`src/rtl/comp_pkg.sv`:
```
// ---------------------------------------------------------------------------
// comp_pkg
// Shared definitions for the comparison-unit family of blocks.
//   - comp_search_state_t : states of the binary-search initiator
//   - COMP_WIDTH          : default operand width of the comparator datapath
// ---------------------------------------------------------------------------
package comp_pkg;

  localparam int COMP_WIDTH = 16;

  typedef enum logic [1:0] {
    IDLE  = 2'd0,
    PROBE = 2'd1,
    EVAL  = 2'd2,
    FIN   = 2'd3
  } comp_search_state_t;

endpackage : comp_pkg

```
`src/rtl/comp_mid.sv`:
```
// ---------------------------------------------------------------------------
// comp_mid
// Combinational midpoint and bound-compare helper for the search controller.
// Works in unsigned or two's-complement mode.
// Ports:
//   i_lo, i_hi  : interval bounds (WIDTH bits)
//   i_isSigned  : 1 = interpret bounds as two's complement
//   o_mid       : floor((lo + hi) / 2) in the selected interpretation
//   o_loGtHi    : 1 when lo > hi in the selected interpretation (empty interval)
// ---------------------------------------------------------------------------
module comp_mid
  import comp_pkg::*;
#(
  parameter int WIDTH = COMP_WIDTH
) (
  input  logic [WIDTH-1:0] i_lo,
  input  logic [WIDTH-1:0] i_hi,
  input  logic             i_isSigned,
  output logic [WIDTH-1:0] o_mid,
  output logic             o_loGtHi
);

  logic [WIDTH:0]   w_extLo;
  logic [WIDTH:0]   w_extHi;
  logic [WIDTH:0]   w_sum;
  logic [WIDTH-1:0] w_biasLo;
  logic [WIDTH-1:0] w_biasHi;

  // Extend both bounds by one bit (sign or zero) so the sum can never
  // overflow. Halving keeps the low WIDTH bits of sum>>1; the extension bit
  // only matters for the dropped MSB, so a logical shift is sufficient here.
  assign w_extLo = {i_isSigned & i_lo[WIDTH-1], i_lo};
  assign w_extHi = {i_isSigned & i_hi[WIDTH-1], i_hi};
  assign w_sum   = w_extLo + w_extHi;
  assign o_mid   = WIDTH'(w_sum >> 1);

  // A signed compare is an unsigned compare with the sign bits flipped,
  // which lets one comparator serve both modes.
  assign w_biasLo = {i_lo[WIDTH-1] ^ i_isSigned, i_lo[WIDTH-2:0]};
  assign w_biasHi = {i_hi[WIDTH-1] ^ i_isSigned, i_hi[WIDTH-2:0]};
  assign o_loGtHi = (w_biasLo > w_biasHi);

endmodule : comp_mid

```
`src/rtl/comp_search_ctrl.sv`:
```
// ---------------------------------------------------------------------------
// comp_search_ctrl
// Binary-search initiator that drives probe values into the comparison
// unit's in0 port and narrows [lo, hi] from the GT/LT/ET flags until the
// target is hit or the interval is exhausted.
// Ports:
//   clk, rst_n          : clock, asynchronous active-low reset
//   start               : begin a search (sampled only in IDLE)
//   lo_in, hi_in        : inclusive bounds, captured on accepted start
//   is_signed           : two's-complement mode, captured on accepted start
//   GT, LT, ET          : comparator flags for the registered probe
//   probe, is_signed_o  : registered operand and mode to the comparator
//   busy, done          : search in progress / one-cycle completion pulse
//   found, result, err  : outcome, held until the next accepted start
//   probe_cnt           : probes issued (only with COMP_SEARCH_STATS_EN)
// Configuration macro: COMP_SEARCH_STATS_EN adds the probe_cnt counter/port.
// ---------------------------------------------------------------------------
module comp_search_ctrl
  import comp_pkg::*;
#(
  parameter int WIDTH = COMP_WIDTH
) (
  input  logic                        clk,
  input  logic                        rst_n,
  input  logic                        start,
  input  logic [WIDTH-1:0]            lo_in,
  input  logic [WIDTH-1:0]            hi_in,
  input  logic                        is_signed,
  input  logic                        GT,
  input  logic                        LT,
  input  logic                        ET,
  output logic [WIDTH-1:0]            probe,
  output logic                        is_signed_o,
  output logic                        busy,
  output logic                        done,
  output logic                        found,
  output logic [WIDTH-1:0]            result,
`ifdef COMP_SEARCH_STATS_EN
  output logic [$clog2(WIDTH+2)-1:0]  probe_cnt,
`endif
  output logic                        err
);

  comp_search_state_t r_state;
  logic [WIDTH-1:0]   r_lo;
  logic [WIDTH-1:0]   r_hi;
  logic               r_signed;
  logic [WIDTH-1:0]   r_probe;
  logic               r_busy;
  logic               r_done;
  logic               r_found;
  logic [WIDTH-1:0]   r_result;
  logic               r_err;
  logic [WIDTH-1:0]   w_mid;
  logic               w_loGtHi;
  logic [2:0]         w_flags;

  // Midpoint of the current interval and the empty-interval test share one
  // helper so both honour the captured signedness identically.
  comp_mid #(.WIDTH(WIDTH)) u_mid (
    .i_lo      (r_lo),
    .i_hi      (r_hi),
    .i_isSigned(r_signed),
    .o_mid     (w_mid),
    .o_loGtHi  (w_loGtHi)
  );

  assign w_flags = {GT, LT, ET};

`ifdef COMP_SEARCH_STATS_EN
  localparam int CNT_W = $clog2(WIDTH+2);
  logic [CNT_W-1:0] r_cnt;

  // Probe counter: cleared when a search is accepted, bumped whenever a new
  // probe is registered, and left alone afterwards so it can be read later.
  always_ff @(posedge clk or negedge rst_n) begin
    if (!rst_n) begin
      r_cnt <= '0;
    end else if (r_state == IDLE && start && !r_done) begin
      r_cnt <= '0;
    end else if (r_state == PROBE && !w_loGtHi) begin
      r_cnt <= r_cnt + CNT_W'(1);
    end
  end

  assign probe_cnt = r_cnt;
`endif

  // Search sequencer. Every output is a register so the comparator sees a
  // stable probe for the whole EVAL cycle. A start arriving while done is
  // still high is dropped, so back-to-back searches need one idle cycle.
  // The exhaustion checks in EVAL stop before lo/hi could step past the
  // interval ends, which is why the bound updates never wrap.
  always_ff @(posedge clk or negedge rst_n) begin
    if (!rst_n) begin
      r_state  <= IDLE;
      r_lo     <= '0;
      r_hi     <= '0;
      r_signed <= 1'b0;
      r_probe  <= '0;
      r_busy   <= 1'b0;
      r_done   <= 1'b0;
      r_found  <= 1'b0;
      r_result <= '0;
      r_err    <= 1'b0;
    end else begin
      case (r_state)
        IDLE: begin
          r_done <= 1'b0;
          if (start && !r_done) begin
            r_lo     <= lo_in;
            r_hi     <= hi_in;
            r_signed <= is_signed;
            r_busy   <= 1'b1;
            r_found  <= 1'b0;
            r_err    <= 1'b0;
            r_result <= '0;
            r_state  <= PROBE;
          end
        end
        PROBE: begin
          if (w_loGtHi) begin
            r_found <= 1'b0;
            r_state <= FIN;
          end else begin
            r_probe <= w_mid;
            r_state <= EVAL;
          end
        end
        EVAL: begin
          r_result <= r_probe;
          case (w_flags)
            3'b001: begin
              r_found <= 1'b1;
              r_state <= FIN;
            end
            3'b010: begin
              if (r_probe == r_hi) begin
                r_state <= FIN;
              end else begin
                r_lo    <= r_probe + WIDTH'(1);
                r_state <= PROBE;
              end
            end
            3'b100: begin
              if (r_probe == r_lo) begin
                r_state <= FIN;
              end else begin
                r_hi    <= r_probe - WIDTH'(1);
                r_state <= PROBE;
              end
            end
            default: begin
              r_err   <= 1'b1;
              r_found <= 1'b0;
              r_state <= FIN;
            end
          endcase
        end
        FIN: begin
          r_done  <= 1'b1;
          r_busy  <= 1'b0;
          r_state <= IDLE;
        end
        default: r_state <= IDLE;
      endcase
    end
  end

  assign probe       = r_probe;
  assign is_signed_o = r_signed;
  assign busy        = r_busy;
  assign done        = r_done;
  assign found       = r_found;
  assign result      = r_result;
  assign err         = r_err;

endmodule : comp_search_ctrl

```
`config.mk`:
```
export PLATFORM = sky130hd
export DESIGN_NAME = comp_search_ctrl
export DESIGN_NICKNAME = d
export VERILOG_FILES = /design/src/rtl/comp_pkg.sv /design/src/rtl/comp_mid.sv /design/src/rtl/comp_search_ctrl.sv
export SDC_FILE = /design/constraint.sdc
export NUM_CORES = 1
export LEC_CHECK = 0
export CAP_MARGIN = 15
export CORE_MARGIN = 2
export CORE_UTILIZATION = 52
export CTS_BUF_LIST = sky130_fd_sc_hd__clkbuf_8
export CTS_CLUSTER_SIZE = 8
export DETAILED_ROUTE_END_ITERATION = 8
export HOLD_SLACK_MARGIN = 0.1
export PLACE_DENSITY = 0.75
export SETUP_SLACK_MARGIN = 0.4
export SYNTH_ARGS = -nofsm -noshare
export SYNTH_HDL_FRONTEND = slang
export SYNTH_SLANG_ARGS = --single-unit
```
`constraint.sdc`:
```
create_clock -name clk -period 2.2 [get_ports clk]
set_input_delay 0.33 -clock clk [delete_from_list [all_inputs] [get_ports clk]]
set_output_delay 0.33 -clock clk [all_outputs]
set_load 0.005 [all_outputs]
```
==> run metrics, run 1 <==
Final nets=889; mux cell area share after synthesis=8.07%; Fill cells=526; Hold Fails Final Rpt=0; Post-DRT Antenna Nets=0; Routed wire per std cell=24.0 um; IO Count=76; Critical Path End Type=flip-flop; Total Wirelength=22800 um; largest family of logic cells by synthesized area=compound AO/OA/AOI/OAI gates; Max Clk Rate=400 MHz; Layout area overhead=57.0%; Worst-Margin Slew=489 ps; GRT busiest layer=met2; cell area after synthesis=5460 um2; clk sink count=71; top post-synthesis cells by area=dfrtp_1 (33%), ha_1 (9.2%), xnor2_1 (8.2%); synth warn=0; Critical Path RT=2490 ps; DRT Pass-1 Iters=6; antenna violations before repair=0; Core Area=10300 um2; Cells after Synth=586; Post-synth top cells=dfrtp_1 (71), xnor2_1 (51), a21oi_1 (46); vias per std cell=6.32; die area=11300 um2; Max Cap Viol=0; Setup WS post-layout=-300 ps; Worst path max stage delay=460 ps; final period utilization=114%; FF/Latch Area=1800 um2; post-synthesis compound-gate area fraction=17.2%; post-synth top area cell=dfrtp_1; Post-synth top flop=dfrtp_1; TritonCTS Buffers=9; relative slew slack=67.3%; Clock Path Buffers=2; vias in the first global route=5560; first-pass GRT wire length=30100 um; most common cell in the netlist=dfrtp_1; Clock Skew=8.32 ps; violated checks=setup timing; outcome=finished, violations left; DP HPWL=13700 um; critical path arrival=2790 ps; Remaining DRCs=0; area of the multi-input gates=4010 um2; crit-path cells=ha_1 -> nand3b_1 -> buf_4 -> nor3_2 -> a221o_1 -> o31a_4 -> nor2_4 -> buf_4 -> mux2i_1; met1 Track Usage GR=47.5%; setup violators final=44; initial DRC count=686; gr ovfl total=0; chip height=106 um; Post-Synth Adder-Cell Area=9.53%; largest net degree at the start of global routing=72; Crit path buffers/inverters=2; Cell Rows=37; async set-reset flop share out of synthesis=100%; min-delay worst type=in -> async; Avg Cell Area, Syn=9.32 um2; initial cell density of the core=53.1%; simple-gate area share of the yosys netlist=14.9%; post-route cell area=8570 um2; routed vias=6001; buffers added on ports=75; Synth Area in XOR/XNOR=11.2%; crit path launch type=flip-flop; final core utilization=83.4%; Final Critical Period=2500 ps; met2 GRT Util=56.4%; die width=106 um; CTS tree=yes; top cell type's share of synthesized area=32.5%; Cell Area, Placed=7340 um2; Max Transition Viols Final=0; Slowest-stage cell, CP=dfrtp_1; layout cells sized above 1=41.2%; number of synthesized register bits=71; Total GRT Usage=34.9%; CTS root buf=clkbuf_8; clk slew on worst S/H paths=80 ps; Critical Path Fanout Max=4; Crit path max-delay family=compound AO/OA/AOI/OAI gates; RSZ-0062 raised after global routing=yes; met3 Usage GRT=3.80%; Syn Nets=666; sequential share of the synthesized area=32.5%; Most common cell on crit path=buf_4; Post-synth EDFFs=0; Max H-tree Level=3; Antenna diodes=0; placer's final routability congestion estimate=0.929; Clock Latency Late Sink=370 ps; post-synth cell types=73; critical path class=reg -> reg
==> worst reg2reg max path, delay by kind of cell, from the launching register on <==
family / cells / cell delay [ps]
AO/OA/AOI/OAI: 2 / 730
flip-flops: 1 / 460
AND/OR/NAND/NOR: 3 / 390
adder cells (fa/ha/maj): 1 / 340
buffers and inverters: 2 / 310
multiplexers: 1 / 210
==> flip-flops by register name (all words and copies together), names as in the netlist <==
register     cells
busy             1
done             1
err              1
found            1
is_signed_o      1
probe           16
r_hi            16
r_lo            16
r_state          2
result          16
==> metrics by stage <==
stage | setup TNS (ps) | hold slack [ps] | std cells | setup WS, ps
after floorplan | -332 | 34.4 | 586 | -133
after global placement | -2590 | 388 | 884 | -227
after detailed placement | -3570 | 394 | 884 | -303
after CTS | -769 | 513 | 924 | -106
after global routing | -7760 | 526 | 950 | -359
final | -5580 | 504 | 950 | -300
==> cell usage in the layout (no fill, tap or decap), types with 19 or more instances in the layout <==
master             n
buf_6             25
dfrtp_1           55
mux2_4            25
clkdlybuf4s50_1   62
nand2_1           24
ha_1              20
a21oi_1           37
xor2_1            19
inv_1             34
xnor2_1           40
nor2_1            42
buf_4            140
==> logic make-up after synthesis <==
| kind of cell | after synthesis |
|---|---|
| AOI/OAI and AO/OA | 138 |
| and+or+nand+nor | 149 |
| DFF | 71 |
| adders and majority gates | 41 |
| buffers and inverters | 77 |
| muxes | 40 |
| xor gates and xnor gates | 70 |
==> layer usage <==
| metal | part of all wire (%) | vias up |
|---|---|---|
| met1 | 39 | 2924 |
| met3 | 9.4 | 122 |
| met2 | 46 | 453 |
| met5 | 0 | - |
| met4 | 5.8 | 0 |
| li1 | - | 2502 |
==> area by class of cell <==
cell class / count / area share, %
clock buffer: 10 / 1.61
clock inverter: 6 / 0.613
inverter: 41 / 1.85
multi-input combinational: 438 / 46.8
sequential: 71 / 21.0
tap: 136 / 1.99
timing repair buffer: 248 / 26.2
==> final timing paths <==
path	start	end	slack (ps)	depth (start not counted)
min in group clk	result[3]	result[3]	510	1
min reg2reg	result[3]	result[3]	510	1
max in group asynchronous	rst_n	probe[6]	1310	3
max	r_lo[15]	probe[5]	-300	9
max reg2reg	r_lo[15]	probe[5]	-300	9
min	rst_n	result[2]	500	3
==> timing repair <==
action | 4_1_cts | 5_1_grt
hold endpoints to repair | 71 | 0
pin swaps | 32 | 23
hold buffers | 1 | 0
endpoints found under the setup margin | 77 | 75
gates resized for setup | 111 | 52
cloned | 1 | 0
setup buffers | 22 | 26
Power of run 1 is not shown: default switching activity piles up to over one toggle a cycle in this logic, so the estimate is an artifact.
==> run 2: changes to the inputs <==
--- a/config.mk
+++ b/config.mk
@@ -7,13 +7,14 @@
 export LEC_CHECK = 0
 export CAP_MARGIN = 15
 export CORE_MARGIN = 2
-export CORE_UTILIZATION = 52
+export CORE_UTILIZATION = 33
 export CTS_BUF_LIST = sky130_fd_sc_hd__clkbuf_8
 export CTS_CLUSTER_SIZE = 8
 export DETAILED_ROUTE_END_ITERATION = 8
 export HOLD_SLACK_MARGIN = 0.1
-export PLACE_DENSITY = 0.75
+export PLACE_DENSITY = 0.49
 export SETUP_SLACK_MARGIN = 0.4
 export SYNTH_ARGS = -nofsm -noshare
 export SYNTH_HDL_FRONTEND = slang
 export SYNTH_SLANG_ARGS = --single-unit
+export TNS_END_PERCENT = 30
==> constraint.sdc (replaced) <==
create_clock -name clk -period 2.5 [get_ports clk]
set_input_delay 0.375 -clock clk [delete_from_list [all_inputs] [get_ports clk]]
set_output_delay 0.375 -clock clk [all_outputs]
set_load 0.005 [all_outputs]
==> run metrics, run 2 (synthesis results as in run 1) <==
relative slew slack=51.7% (-16 points); Clock Path Buffers=2 (unchanged); Critical Path RT=2750 ps (+260 ps); Critical Path End Type=flip-flop; Cell Area, Placed=6880 um2 (-6.2%); clk sink count=71 (unchanged); reg2reg path depth=9 (unchanged); Antenna diodes=0 (unchanged); Clock Latency Late Sink=370 ps (about the same); final period utilization=95.5% (-18 points); HP Start=err; antenna violations before repair=0 (unchanged); vias per std cell=5.17 (-18%); total power draw=14100 uW; crit path launch type=flip-flop; Peak VDD IR=0.521 mV; die width=133 um (+25%); Critical Path Fanout Max=8 (+4); chip height=133 um (+25%); Pwr Density=1750 nW/um2; CTS root buf=clkbuf_8; commonest non-fill, non-tap cell in the layout=buf_4; clk slew on worst S/H paths=90 ps (about the same); Final Critical Period=2390 ps (-113 ps); Final nets=830 (-6.6%); Hold Fails Final Rpt=0 (unchanged); Fill cells=1530 (+190%); setup TNS=0 ps (+5580 ps); reg2reg end=r_lo[14]; buffers added on ports=75 (unchanged); Hold Path Stages=2; gr ovfl total=0 (unchanged); Worst Hold End=err; Cell Rows=47 (+27%); DRT Pass-1 Iters=4 (-2); CTS tree=yes; Max Transition Viols Final=0 (unchanged); Max Clk Rate=419 MHz (+4.7%); vias in the first global route=5126 (-7.8%); Setup WS post-layout=113 ps (+413 ps); min-delay worst type=reg -> reg; TritonCTS Buffers=9 (unchanged); Layout area overhead=47.9%; placer's final routability congestion estimate=0.875 (-5.8%); Worst-Margin Slew=715 ps (+226 ps); post-route cell area=8070 um2 (-5.8%); critical path class=reg -> reg; most frequent cells in the layout=buf_4 (95), clkdlybuf4s50_1 (74), dfrtp_1 (54); initial DRC count=349 (-49%); post-placement cell count=920 (+4.1%); layout cells sized above 1=33.4% (-7.7 points); Max Cap Viol=0 (unchanged); Core Area=16300 um2 (+59%); routed vias=5040 (-16%); Total Wirelength=19300 um (-15%); Non-Filler Instances=974 (+2.5%); largest net degree at the start of global routing=39 (-46%); Max H-tree Level=3 (unchanged); RR Startpoint=probe[7]; Clock Skew=14.9 ps (+6.57 ps); outcome=finished, final reports clean; Post-DRT Antenna Nets=0 (unchanged); Routed wire per std cell=19.9 um (-17%); Total GRT Usage=22.0% (-13 points); setup violators final=0 (-100%); initial cell density of the core=33.4% (-20 points); Setup WS pre-CTS=26.7 ps (+329 ps); Worst R2R Setup Slack=110 ps (+410 ps); critical path arrival=2630 ps (-160 ps); DP HPWL=14200 um (+3.8%); die area=17600 um2 (+55%); RSZ-0062 raised after global routing=yes; first-pass GRT wire length=29800 um (-1.3%); cell leakage power=0.00348 uW; Remaining DRCs=0 (unchanged); IO Count=76 (unchanged)
run 2: where the power goes:
part	switching [uW]	leakage, uW	internal (uW)
combinational	5120	0.00253	5460
sequential	752	0.000839	1750
clock	487	0.000108	566
total	6360	0.00348	7770
run 2: repair_timing:
item / 4_1_cts / 5_1_grt
setup endpoints to repair: 67 / 61
gates resized for setup: 83 / 47
pin swaps: 18 / 21
gates cloned: 1 / 0
setup buffers: 20 / 16
endpoints found under the hold margin: 35 / 0
hold buffers: 1 / 0
run 2: worst max-delay path: stages (launching register included):
cell     delay [ps]
dfrtp_2         470
xnor2_2         220
nand4_1         230
nor4_4          340
buf_4           170
nor4b_4          50
a21oi_4         180
buf_6           120
buf_12          140
mux2_4          320
run 2: worst max-delay path by stage:
stage          cells past startpoint        end      from
2_1_floorplan                      8      found  r_lo[15]
3_3_place_gp                       8   r_lo[14]  r_hi[10]
3_5_place_dp                       8  probe[13]   r_lo[0]
4_1_cts                            7   probe[2]  r_lo[15]
5_1_grt                           10   r_hi[12]  probe[7]
6_report                           9   r_lo[14]  probe[7]
run 2: routing by layer:
metal / vias up / GRT usage [%] / share of wire [%]
met1: 2509 / 31.4 / 48
met4: 0 / 7.41 / 2.2
met5: - / 0 / 0
met3: 25 / 2.49 / 3.4
li1: 2388 / - / -
met2: 118 / 34.7 / 47
run 2: stage by stage:
| stage | util, % | hold WS, ps |
|---|---|---|
| final | 49.4 | 503 |
| after global routing | 49.4 | 526 |
| after CTS | 47.0 | 507 |
| after detailed placement | 42.1 | 419 |
| after global placement | 42.1 | 408 |
| after floorplan | - | 79.4 |
run 2: cell type report:
class / instances / area (um2) / area share, %
Multi-Input combinational cell: 438 / 3910 / 48.4
Inverter: 41 / 154 / 1.91
Timing Repair Buffer: 189 / 1720 / 21.4
Sequential cell: 71 / 1800 / 22.3
Clock buffer: 13 / 179 / 2.22
Tap cell: 220 / 275 / 3.41
Clock inverter: 2 / 37.5 / 0.465
Power figures use the tool's default switching activity.
